File: src/rtl/access_arbiter_fsm.sv
// Round-robin, time-limited arbiter sharing one resource between two requesters.
// Each grant runs IDLE -> GRANT -> GAP: bounded hold, optional early release, fixed guard gap.
module access_arbiter_fsm #(
   parameter int HOLD_CYCLES = 8,
   parameter int GAP_CYCLES  = 2,
   parameter int CW          = 4
) (
   input  logic       clk,
   input  logic       rst,
   input  logic       en,
   input  logic [1:0] req,
   input  logic [1:0] rel,
   output logic [1:0] gnt,
   output logic       busy,
   output logic       owner,
   output logic       timeout,
   output logic [1:0] dbg_state
);

   typedef enum logic [1:0] {
      IDLE  = 2'd0,
      GRANT = 2'd1,
      GAP   = 2'd2
   } state_t;

   localparam logic [CW-1:0] HOLD_LD = CW'(HOLD_CYCLES - 1);
   localparam logic [CW-1:0] GAP_LD  = CW'(GAP_CYCLES - 1);

   state_t        state_q, state_d;
   logic [CW-1:0] cnt_q, cnt_d;
   logic          ptr_q, ptr_d;
   logic [1:0]    gnt_q, gnt_d;
   logic          busy_q, busy_d;
   logic          owner_q, owner_d;
   logic          timeout_q, timeout_d;
   logic          winner;
   logic          grant_exit;
   logic          hold_expired;

   always_ff @(posedge clk or posedge rst) begin
      if (rst) begin
         state_q   <= IDLE;
         cnt_q     <= '0;
         ptr_q     <= 1'b0;
         gnt_q     <= 2'b00;
         busy_q    <= 1'b0;
         owner_q   <= 1'b0;
         timeout_q <= 1'b0;
      end else begin
         state_q   <= state_d;
         cnt_q     <= cnt_d;
         ptr_q     <= ptr_d;
         gnt_q     <= gnt_d;
         busy_q    <= busy_d;
         owner_q   <= owner_d;
         timeout_q <= timeout_d;
      end
   end

   always_comb begin
      state_d   = state_q;
      cnt_d     = cnt_q;
      ptr_d     = ptr_q;
      gnt_d     = gnt_q;
      busy_d    = busy_q;
      owner_d   = owner_q;
      timeout_d = 1'b0;
      // Ties go to the pointer; a lone request wins outright.
      winner       = (req == 2'b11) ? ptr_q : req[1];
      // Disable and release outrank expiry, so timeout only flags a pure hold expiry.
      hold_expired = en && !rel[owner_q] && req[owner_q] && (cnt_q == '0);
      grant_exit   = !en || rel[owner_q] || !req[owner_q] || (cnt_q == '0);

      case (state_q)
         IDLE: begin
            gnt_d  = 2'b00;
            busy_d = 1'b0;
            if (en && (req != 2'b00)) begin
               state_d = GRANT;
               gnt_d   = winner ? 2'b10 : 2'b01;
               owner_d = winner;
               busy_d  = 1'b1;
               cnt_d   = HOLD_LD;
            end
         end
         GRANT: begin
            busy_d = 1'b1;
            if (grant_exit) begin
               state_d   = GAP;
               gnt_d     = 2'b00;
               ptr_d     = ~owner_q;
               cnt_d     = GAP_LD;
               timeout_d = hold_expired;
            end else begin
               cnt_d = cnt_q - 1'b1;
            end
         end
         GAP: begin
            gnt_d  = 2'b00;
            busy_d = 1'b1;
            if (cnt_q == '0) begin
               state_d = IDLE;
               busy_d  = 1'b0;
            end else begin
               cnt_d = cnt_q - 1'b1;
            end
         end
         default: begin
            state_d = IDLE;
            gnt_d   = 2'b00;
            busy_d  = 1'b0;
            cnt_d   = '0;
         end
      endcase
   end

   assign gnt       = gnt_q;
   assign busy      = busy_q;
   assign owner     = owner_q;
   assign timeout   = timeout_q;
   assign dbg_state = state_q;

endmodule

File: config.mk
export PLATFORM = sky130hd
export DESIGN_NAME = access_arbiter_fsm
export DESIGN_NICKNAME = d
export VERILOG_FILES = /design/src/rtl/access_arbiter_fsm.sv
export SDC_FILE = /design/constraint.sdc
export NUM_CORES = 1
export LEC_CHECK = 0
export CAP_MARGIN = 10
export CORE_ASPECT_RATIO = 1.4
export CORE_MARGIN = 1
export CORE_UTILIZATION = 30
export CTS_BUF_LIST = sky130_fd_sc_hd__clkbuf_8 sky130_fd_sc_hd__clkbuf_16
export DETAILED_ROUTE_END_ITERATION = 10
export SLEW_MARGIN = 25
export SYNTH_ARGS = -nofsm -noshare
export SYNTH_HDL_FRONTEND = slang
export SYNTH_SLANG_ARGS = --single-unit
export TNS_END_PERCENT = 5
File: constraint.sdc
create_clock -name clk -period 2.9 [get_ports clk]
set_input_delay 0.435 -clock clk [delete_from_list [all_inputs] [get_ports clk]]
set_output_delay 0.435 -clock clk [all_outputs]
set_load 0.01 [all_outputs]
==> results.md, run 1 <==
* Most common cell in the synthesized netlist: dfrtp_1
* Top Family by Delay on Critical Path: buffers and inverters
* Share of layout cells above drive strength 1 at 11.8%
* Cell count after synthesis at 71
* Buffers on Ports at 13
* Top achievable clock speed at 0.550 GHz
* Critical path type: flop to output port
* VDD IR max at 332 uV
* Setup crit start kind: flop
* Switching power at 0.308 mW
* Tightest Pin Transition at 445 ps
* Most common library cells after synthesis: 12 x dfrtp_1, 11 x nand2_1, 5 x nor2_1
* Final hold violation count at 0
* P&R area growth vs syn at 26.2%
* Global route overflow at 0
* Cts hold-fix bufs at 0
* Total GRT Usage at 11.6%
* Vias/cell at 5.14
* DRC errors left at 0
* Int Power at 0.502 mW
* CTS tree: done
* Relative slew slack at 70.3%
* Iteration count of the initial detailed-routing pass at 4
* Post-synth EDFFs at 0
* Final period util at 62.7%
* Worst path buffer plus inverter count at 1
* Final WL at 1340 um
* Post-Synthesis Cell Area at 698 um2
* Global-route wire length before repair at 2240 um
* Initial antenna violation count at 0
* Yosys warns at 0
* Filler cell count at 220
* Mean cell area of the mapped netlist at 9.83 um2
* Combinational power share at 41.6%
* Die ar. at 0.00253 mm2
* Asr flop ratio synth at 100%
* Syn nets at 80
* Die Height at 59.1 um
* Post-synthesis register bit count at 12
* Synth area leaders: dfrtp_1 43%, nand2_1 5.9%, nand4bb_4 3.9%, ha_1 3.6%, o21ai_0 2.9%
* CP max-delay cell: clkdlybuf4s50_1
* Clk_skew at 0.780 ps
* Switching Fraction at 38.0%
* Postcts setup bufs at 0
* Row count at 20
* Hold crit path type: input port to asynchronous set/reset pin
* WL/cell at 12.5 um
* Core Footprint at 0.00218 mm2
* RSZ-0062 raised after global routing: false
* CTS root buffer: clkbuf_8
* Leakage at 0.387 nW
* Inserted Clock Buffers at 3
* Post-DRT Antenna Nets at 0
* Worst EP required at 2470 ps
* N_diodes at 0
* Final Power at 0.810 mW
* IO Pins at 14
* Footprint of the multi-input gates at 367 um2
* Top cell type's share of synthesized area at 43.0%
* CP cell instances: clkdlybuf4s50_1
* Post-synth top area cell: dfrtp_1
* Clock share of power at 17.8%
* Number of DRC markers in iteration 0 at 12
* Setup TNS at 0 ps
* Worst setup margin at 1080 ps
* FF+latch area at 300 um2
* Clk Latency, worst-skew pair at 230 ps
* Worst Path Max Fanout at 11
* Vias in the first global route at 506
* Final GP Congestion at 0.744
* Largest net degree at the start of global routing at 13
* Chip width at 42.8 um
* CTS Sinks at 12
* Clk buf depth at 2
* Vias post-DR at 550
* Arrival time of the worst setup path at 1380 ps
* Initial Util at 32.1%
* CP Capture Type: output port
* Sequential share of power at 40.5%
* R2r setup slk at 1370 ps
* H-Tree Depth at 1
* Max Cap Viol at 0
* Power per Cell Area at 919 mW/mm2
* Slew Limit Fails at 0
* Pre-CTS setup slack at 1110 ps
* Synth cell types at 31
* HPWL after DPL at 1070 um
* Final setup vio count at 0
* Status: complete, no violations
* Cts repair resizes at 0
* Nets at 96
* Post-synth top flop: dfrtp_1
* Tmin final at 1820 ps
* Worst stage delay on the critical path at 610 ps
* Clock-pin slew on the worst setup and hold paths at 50 ps
* Post-synthesis sequential area ratio at 43.0%
## placed cells by master, fill, tap and decap left out, types with 2 or more instances in the layout
master           count
nand2_1             11
nand3_1              3
ha_1                 2
nor2_1               5
dfrtp_1             12
inv_1                4
clkdlybuf4s50_1     13
a21oi_1              3
nor4_1               2
o21ai_0              4
clkbuf_8             3
nor2b_1              2
o21ai_1              3
## cell families (layout without fill, tap and decap cells)
kind of cell / count (synthesis) / count (layout) / share of synthesized area [%]
simple gates: 30 / 30 / 26.7
flops: 12 / 12 / 43.0
buf+inv: 6 / 20 / 4.48
fa+ha+maj: 2 / 2 / 3.58
compound gates: 20 / 20 / 21.0
xor+xnor: 1 / 1 / 1.25
## metrics by stage
stage | utilization [%] | instances | instance area (um2) | hold slack (ps)
3_3_place_gp | 38.6 | 104 | 840 | 506
6_report | 40.5 | 107 | 881 | 507
5_1_grt | 40.5 | 107 | 881 | 535
4_1_cts | 40.5 | 107 | 881 | 519
2_1_floorplan | - | 71 | 698 | 300
3_5_place_dp | 38.6 | 104 | 840 | 500
## layer usage
| layer | up-vias | global-route usage [%] | part of all wire [%] |
|---|---|---|---|
| met4 | 0 | 5.36 | 1.2 |
| met3 | 2 | 1.83 | 3.6 |
| met2 | 12 | 19.7 | 53 |
| li1 | 277 | - | - |
| met1 | 259 | 14.3 | 42 |
| met5 | - | 0 | 0 |
## path summary, 6_finish.rpt
check | from | endpoint | cells after the start
min in group clk | gnt[0]$_DFFE_PP0P_ | gnt[0]$_DFFE_PP0P_ | 2
hold / removal | rst | dbg_state[1]$_DFFE_PP0P_ | 2
setup reg to reg | cnt_q[0]$_DFFE_PP0P_ | ptr_q$_DFFE_PP0P_ | 6
setup / recovery | dbg_state[0]$_DFFE_PP0P_ | dbg_state[0] | 1
hold reg to reg | gnt[0]$_DFFE_PP0P_ | gnt[0]$_DFFE_PP0P_ | 2
max in group asynchronous | rst | dbg_state[0]$_DFFE_PP0P_ | 2
## layout make-up
class | count | area share [%]
multi-input combinational | 53 | 41.6
sequential | 12 | 34.1
timing repair buffer | 13 | 14.8
clock buffer | 3 | 4.69
tap | 22 | 3.12
inverter | 4 | 1.70
## state kept, by name, indices dropped and copies added, names as in the netlist
register / flops
ptr_q: 1
owner: 1
dbg_state: 2
cnt_q: 4
busy: 1
timeout: 1
gnt: 2
## power by group through the flow
| stage | Combinational [mW] | Clock [mW] | Sequential [mW] |
|---|---|---|---|
| CTS | 0.342 | 0.149 | 0.329 |
| global route | 0.381 | 0.157 | 0.341 |
| global placement | 0.340 | 0 | 0.328 |
| finish | 0.337 | 0.144 | 0.328 |
| detailed placement | 0.340 | 0 | 0.331 |
| floorplan | 0.255 | 0 | 0.306 |
No activity file was read; power rests on OpenSTA's default activity.
==> run 2: changes to the inputs <==
clock period = 1.53 ns   (was 2.9 ns; I/O delays follow)
==> run 2 against run 1 <==
Clock skew about the same; sequential share of layout area down 2.1 points; combinational power rose by 140%; worst setup slack got worse by 1000 ps; global-route usage is 2.6 points higher; wire length grew 11%; critical path depth stayed put; register-to-register slack worse by 1300 ps; critical endpoint is now owner; largest power group unchanged.
==> results.md, run 2 (synthesis results as in run 1) <==
* Die Height at 59.1 um (unchanged)
* DRC errors left at 0 (unchanged)
* RSZ-0062 raised after global routing: false (unchanged)
* Number of DRC markers in iteration 0 at 20 (was 12)
* Slew Limit Fails at 0 (unchanged)
* Worst path buffer plus inverter count at 1 (unchanged)
* Relative slew slack at 69.2% (was 70.3%)
* Reg2Reg Capture Point: ptr_q$_DFFE_PP0P_ (unchanged)
* Vias post-DR at 573 (was 550)
* Status: complete, no violations (unchanged)
* Chip width at 42.8 um (unchanged)
* Int Power at 1.09 mW (was 0.502 mW)
* Pre-CTS setup slack at -38.3 ps (was 1110 ps)
* Total GRT Usage at 14.2% (was 11.6%)
* CP cell instances: clkdlybuf4s50_1 (unchanged)
* Max Cap Viol at 0 (unchanged)
* Largest Register: cnt_q (unchanged)
* CTS Sinks at 12 (unchanged)
* Iteration count of the initial detailed-routing pass at 4 (unchanged)
* WL/cell at 13.1 um (was 12.5 um)
* Final period util at 96.4%
* Final Power at 1.72 mW (was 0.810 mW)
* Cts hold-fix bufs at 0 (unchanged)
* Final hold violation count at 0 (unchanged)
* Top Family by Delay on Critical Path: buffers and inverters (unchanged)
* P&R area growth vs syn at 34.6% (was 26.2%)
* Initial Util at 32.1% (unchanged)
* Arrival time of the worst setup path at 1240 ps (was 1380 ps)
* Clk Latency, worst-skew pair at 240 ps (was 230 ps)
* Clock share of power at 20.0% (was 17.8%)
* Global-route wire length before repair at 2600 um (was 2240 um)
* Critical path type: flop to output port (unchanged)
* Final WL at 1490 um (was 1340 um)
* CP max-delay cell: clkdlybuf4s50_1 (unchanged)
* Worst Path Max Fanout at 5 (was 11)
* Clock-pin slew on the worst setup and hold paths at 50 ps (about the same)
* Sequential share of power at 32.8% (was 40.5%)
* Die ar. at 0.00253 mm2 (unchanged)
* Final GP Congestion at 0.761 (was 0.744)
* Core Footprint at 0.00218 mm2 (unchanged)
* Inserted Clock Buffers at 3 (unchanged)
* Power per Cell Area at 1830 mW/mm2 (was 919 mW/mm2)
* Worst setup margin at 55.8 ps (was 1080 ps)
* Leakage at 0.424 nW (was 0.387 nW)
* Switching power at 0.634 mW (was 0.308 mW)
* Nets at 102 (was 96)
* IO Pins at 14 (unchanged)
* VDD IR max at 918 uV (was 332 uV)
* Tightest Pin Transition at 461 ps (was 445 ps)
* Vias in the first global route at 618 (was 506)
* Most common cell after layout, fill and taps aside: clkdlybuf4s50_1 (unchanged)
* Cell depth of the worst flop-to-flop path at 6 (unchanged)
* CP Capture Type: output port (unchanged)
* N_diodes at 0 (unchanged)
* R2r setup slk at 80 ps (was 1370 ps)
* R2r startpoint: cnt_q[1]$_DFFE_PP0P_ (was cnt_q[0]$_DFFE_PP0P_)
* Global route overflow at 0 (unchanged)
* Switching Fraction at 36.8% (was 38.0%)
* Tmin final at 1470 ps
* Share of layout cells above drive strength 1 at 18.5% (was 11.8%)
* Combinational power share at 47.2% (was 41.6%)
* Util after Layout at 43.2% (was 40.5%)
* Most frequent cells in the layout: 13 x clkdlybuf4s50_1, 12 x dfrtp_1, 11 x nand2_1 (unchanged)
* Setup crit start kind: flop (unchanged)
* Worst stage delay on the critical path at 570 ps (was 610 ps)
* Worst EP required at 1300 ps (was 2470 ps)
* Initial antenna violation count at 0 (unchanged)
* Setup TNS at 0 ps (unchanged)
* Clk buf depth at 2 (unchanged)
* Row count at 20 (unchanged)
* Top achievable clock speed at 0.678 GHz
* Post-DRT Antenna Nets at 0 (unchanged)
* CTS root buffer: clkbuf_8 (unchanged)
* Largest net degree at the start of global routing at 13 (unchanged)
* Buffers on Ports at 13 (unchanged)
* CTS tree: done (unchanged)
* Cts repair resizes at 0 (unchanged)
* Postcts setup bufs at 0 (unchanged)
* Placed inst area at 885 um2 (was 840 um2)
* HPWL after DPL at 1160 um (was 1070 um)
* Design area at 940 um2 (was 881 um2)
* Clk_skew at 1.09 ps (was 0.780 ps)
* Vias/cell at 5.03 (was 5.14)
* Hold crit path type: input port to asynchronous set/reset pin (unchanged)
* Final setup vio count at 0 (unchanged)
* Max FFs per register at 4 (unchanged)
* H-Tree Depth at 1 (unchanged)
run 2: cell count changes in the layout (fill, tap and decap cells not counted), sizes merged:
cell	before	now
clkbuf	3	4
buf	0	6
run 2: worst reg2reg max path: stages (launching register included):
cell and delay, ps:
dfrtp_1 380, inv_1 90, ha_1 170, nor3b_4 270
a21oi_1 90, or2_1 230, o21ai_1 130
run 2: through the flow:
step / cells / hold slack, ps
floorplan: 71 / 94.2
global placement: 110 / 505
detailed placement: 110 / 496
CTS: 114 / 314
global route: 114 / 370
finish: 114 / 296
run 2: area by class of cell:
cell class	count	area (um2)
inverters	4	15.0
well taps	22	27.5
flip-flops and latches	12	300
repair buffers	19	175
multi-input cells	53	367
fillers	221	1240
clock buffers	4	55.1
run 2: power by group through the flow:
stage	clock network, mW	registers, mW	logic (mW)
final	0.344	0.565	0.814
after global routing	0.369	0.585	0.904
after CTS	0.357	0.568	0.820
after detailed placement	0	0.570	0.813
after global placement	0	0.559	0.802
after floorplan	0	0.581	0.483
run 2: worst max path at each step:
| stage | startpoint | endpoint | slack (ps) | depth (start not counted) |
|---|---|---|---|---|
| global placement | en | cnt_q[1]$_DFFE_PP0P_ | -20 | 5 |
| floorplan | cnt_q[0]$_DFFE_PP0P_ | ptr_q$_DFFE_PP0P_ | 190 | 6 |
| detailed placement | en | cnt_q[1]$_DFFE_PP0P_ | -40 | 5 |
| global route | owner$_DFFE_PP0P_ | owner | 1 | 1 |
| CTS | owner$_DFFE_PP0P_ | owner | 40 | 1 |
| finish | owner$_DFFE_PP0P_ | owner | 60 | 1 |
run 2: metal layers:
layer  wire length [um]  global-route usage, %  vias to the layer above
li1                   -                      -                      290
met1                585                   14.0                      258
met2                783                   25.3                       19
met3                 61                   2.74                        6
met4                 61                   11.6                        0
met5                  0                      0                        -
==> run 3: changes to the inputs <==
CAP_MARGIN = 20   (was 10)
SLEW_MARGIN = default   (was 25)
==> results of run 3 <==
Final layout, timing and power as in run 2 (identical DEF).
==> patch: new RTL, flow settings as in run 2 <==
The parameter `CW` goes from 4 to 6.
--- a/src/rtl/access_arbiter_fsm.sv
+++ b/src/rtl/access_arbiter_fsm.sv
@@ -3,7 +3,7 @@
 module access_arbiter_fsm #(
    parameter int HOLD_CYCLES = 8,
    parameter int GAP_CYCLES  = 2,
-   parameter int CW          = 4
+   parameter int CW          = 6
 ) (
    input  logic       clk,
    input  logic       rst,
Check against the original RTL: same outputs for any inputs over 10 cycles, from zero or initial values and one cycle with rst high; that may be too few to reach the edited logic, so the function may still have changed.
==> patch against run 2 <==
- the flow now finishes with violations (negative setup slack)
- wire length increased by 25%
- setup slack got worse by 0.17 ns
- area after synthesis increased by 6.3%
- sequential cell count increased by 2
- power increased by 25%
- fmax decreased by 11%
- critical path depth increased by 2
- combinational power increased by 46%
- design area increased by 22%
- sequential power increased by 8.5%
- register-to-register slack got worse by 0.20 ns
- critical path type is now flop to flop
- critical endpoint is now cnt_q[5]$_DFFE_PP0P_
- largest power group unchanged
- highest routed layer unchanged
==> patch: results (changes against run 2) <==
| Metric | Value |
|---|---|
| Outcome | finished, violations left |
| Failing checks | negative setup slack |
| Leak Pwr | 0.525 nW (+24%) |
| CP max FO | 3 (-2) |
| First-pass GRT wire length | 3.15 mm (+21%) |
| Clock Power | 0.000360 W (+5%) |
| Routed vias | 724 (+26%) |
| Max incr delay on CP | 0.54 ns (-0.03 ns) |
| Top Family by Delay on Critical Path | simple AND/OR/NAND/NOR gates |
| Setup Viol. Count Final | 3 (+3) |
| Vias in the first global route | 741 (+20%) |
| Final HPWL DP | 1.49 mm (+28%) |
| Largest net degree at the start of global routing | 15 (+2) |
| Post-route worst setup slack | -0.119 ns (-0.175 ns) |
| GRT Util Overall | 16.1% (+1.8 points) |
| Maximum vdd drop | 0.859 mV (-6.4%) |
| Dpl cell area | 1060 um^2 (+19%) |
| Final GP Congestion | 0.807 (+6.1%) |
| Placed cells | 131 (+19%) |
| Max reg flops | 6 (+2) |
| Sum Neg Setup Slack | -0.223 ns (-0.223 ns) |
| Max Clock Skew | 0.00544 ns (+0.00435 ns) |
| Syn Inst Count | 77 (+8.5%) |
| DRT iter0 DRCs | 13 (-35%) |
| Total power draw | 0.00216 W (+25%) |
| Ranking of synthesized cells by area | dfrtp_1 (47%), o31ai_1 (4.0%), a21oi_1 (3.4%) |
| Nets | 121 (+19%) |
| Post-Layout Cell Count | 135 (+18%) |
| # fillers | 231 (+4.5%) |
| Sequential share of the synthesized area | 47.2% (+4.2 points) |
[patch: worst reg2reg max path, cell delays in order (launching register included)]
cell and delay [ns]:
dfrtp_1 0.40, or4_1 0.54, or4_1 0.52, a21oi_2 0.13
[patch: final timing paths]
check	slack (ns)	to	startpoint	depth (start not counted)
min	0.32	busy$_DFF_PP0_	rst	2
max reg2reg	-0.12	cnt_q[5]$_DFFE_PP0P_	cnt_q[1]$_DFFE_PP0P_	3
min in group clk	0.52	gnt[0]$_DFFE_PP0P_	gnt[0]$_DFFE_PP0P_	2
max in group asynchronous	0.85	cnt_q[4]$_DFFE_PP0P_	rst	2
min reg2reg	0.52	gnt[0]$_DFFE_PP0P_	gnt[0]$_DFFE_PP0P_	2
max	-0.12	cnt_q[5]$_DFFE_PP0P_	cnt_q[1]$_DFFE_PP0P_	3
[patch: layout make-up]
cell class / count / share of cell area, %
clock buffer: 4 / 4.82
inverter: 6 / 1.97
multi-input combinational: 57 / 36.9
sequential: 14 / 30.7
tap: 23 / 2.52
timing repair buffer: 31 / 23.1
[patch: timing repair]
item / CTS / global route
setup endpoints to repair: 6 / 9
gates resized for setup: 4 / 7
setup buffers: 0 / 0
hold buffers: 0 / 0
gates cloned: 0 / 0
pin swaps: 2 / 1
[patch: kinds of logic (layout without fill, tap and decap cells)]
group | after synthesis | in the layout | share of synthesized area [%]
buf+inv | 6 | 41 | 3.04
compound gates | 25 | 25 | 22.9
flops | 14 | 14 | 47.2
xor+xnor | 1 | 1 | 1.18
fa+ha+maj | 1 | 1 | 1.69
mux | 1 | 1 | 1.35
simple gates | 29 | 29 | 22.6
[patch: layer usage]
metal	share of wire, %	up-vias	GRT usage [%]
met4	1.8	0	6.49
met3	2.4	5	2.68
met2	53	16	29.2
li1	-	360	-
met1	43	343	18.5
met5	0	-	0
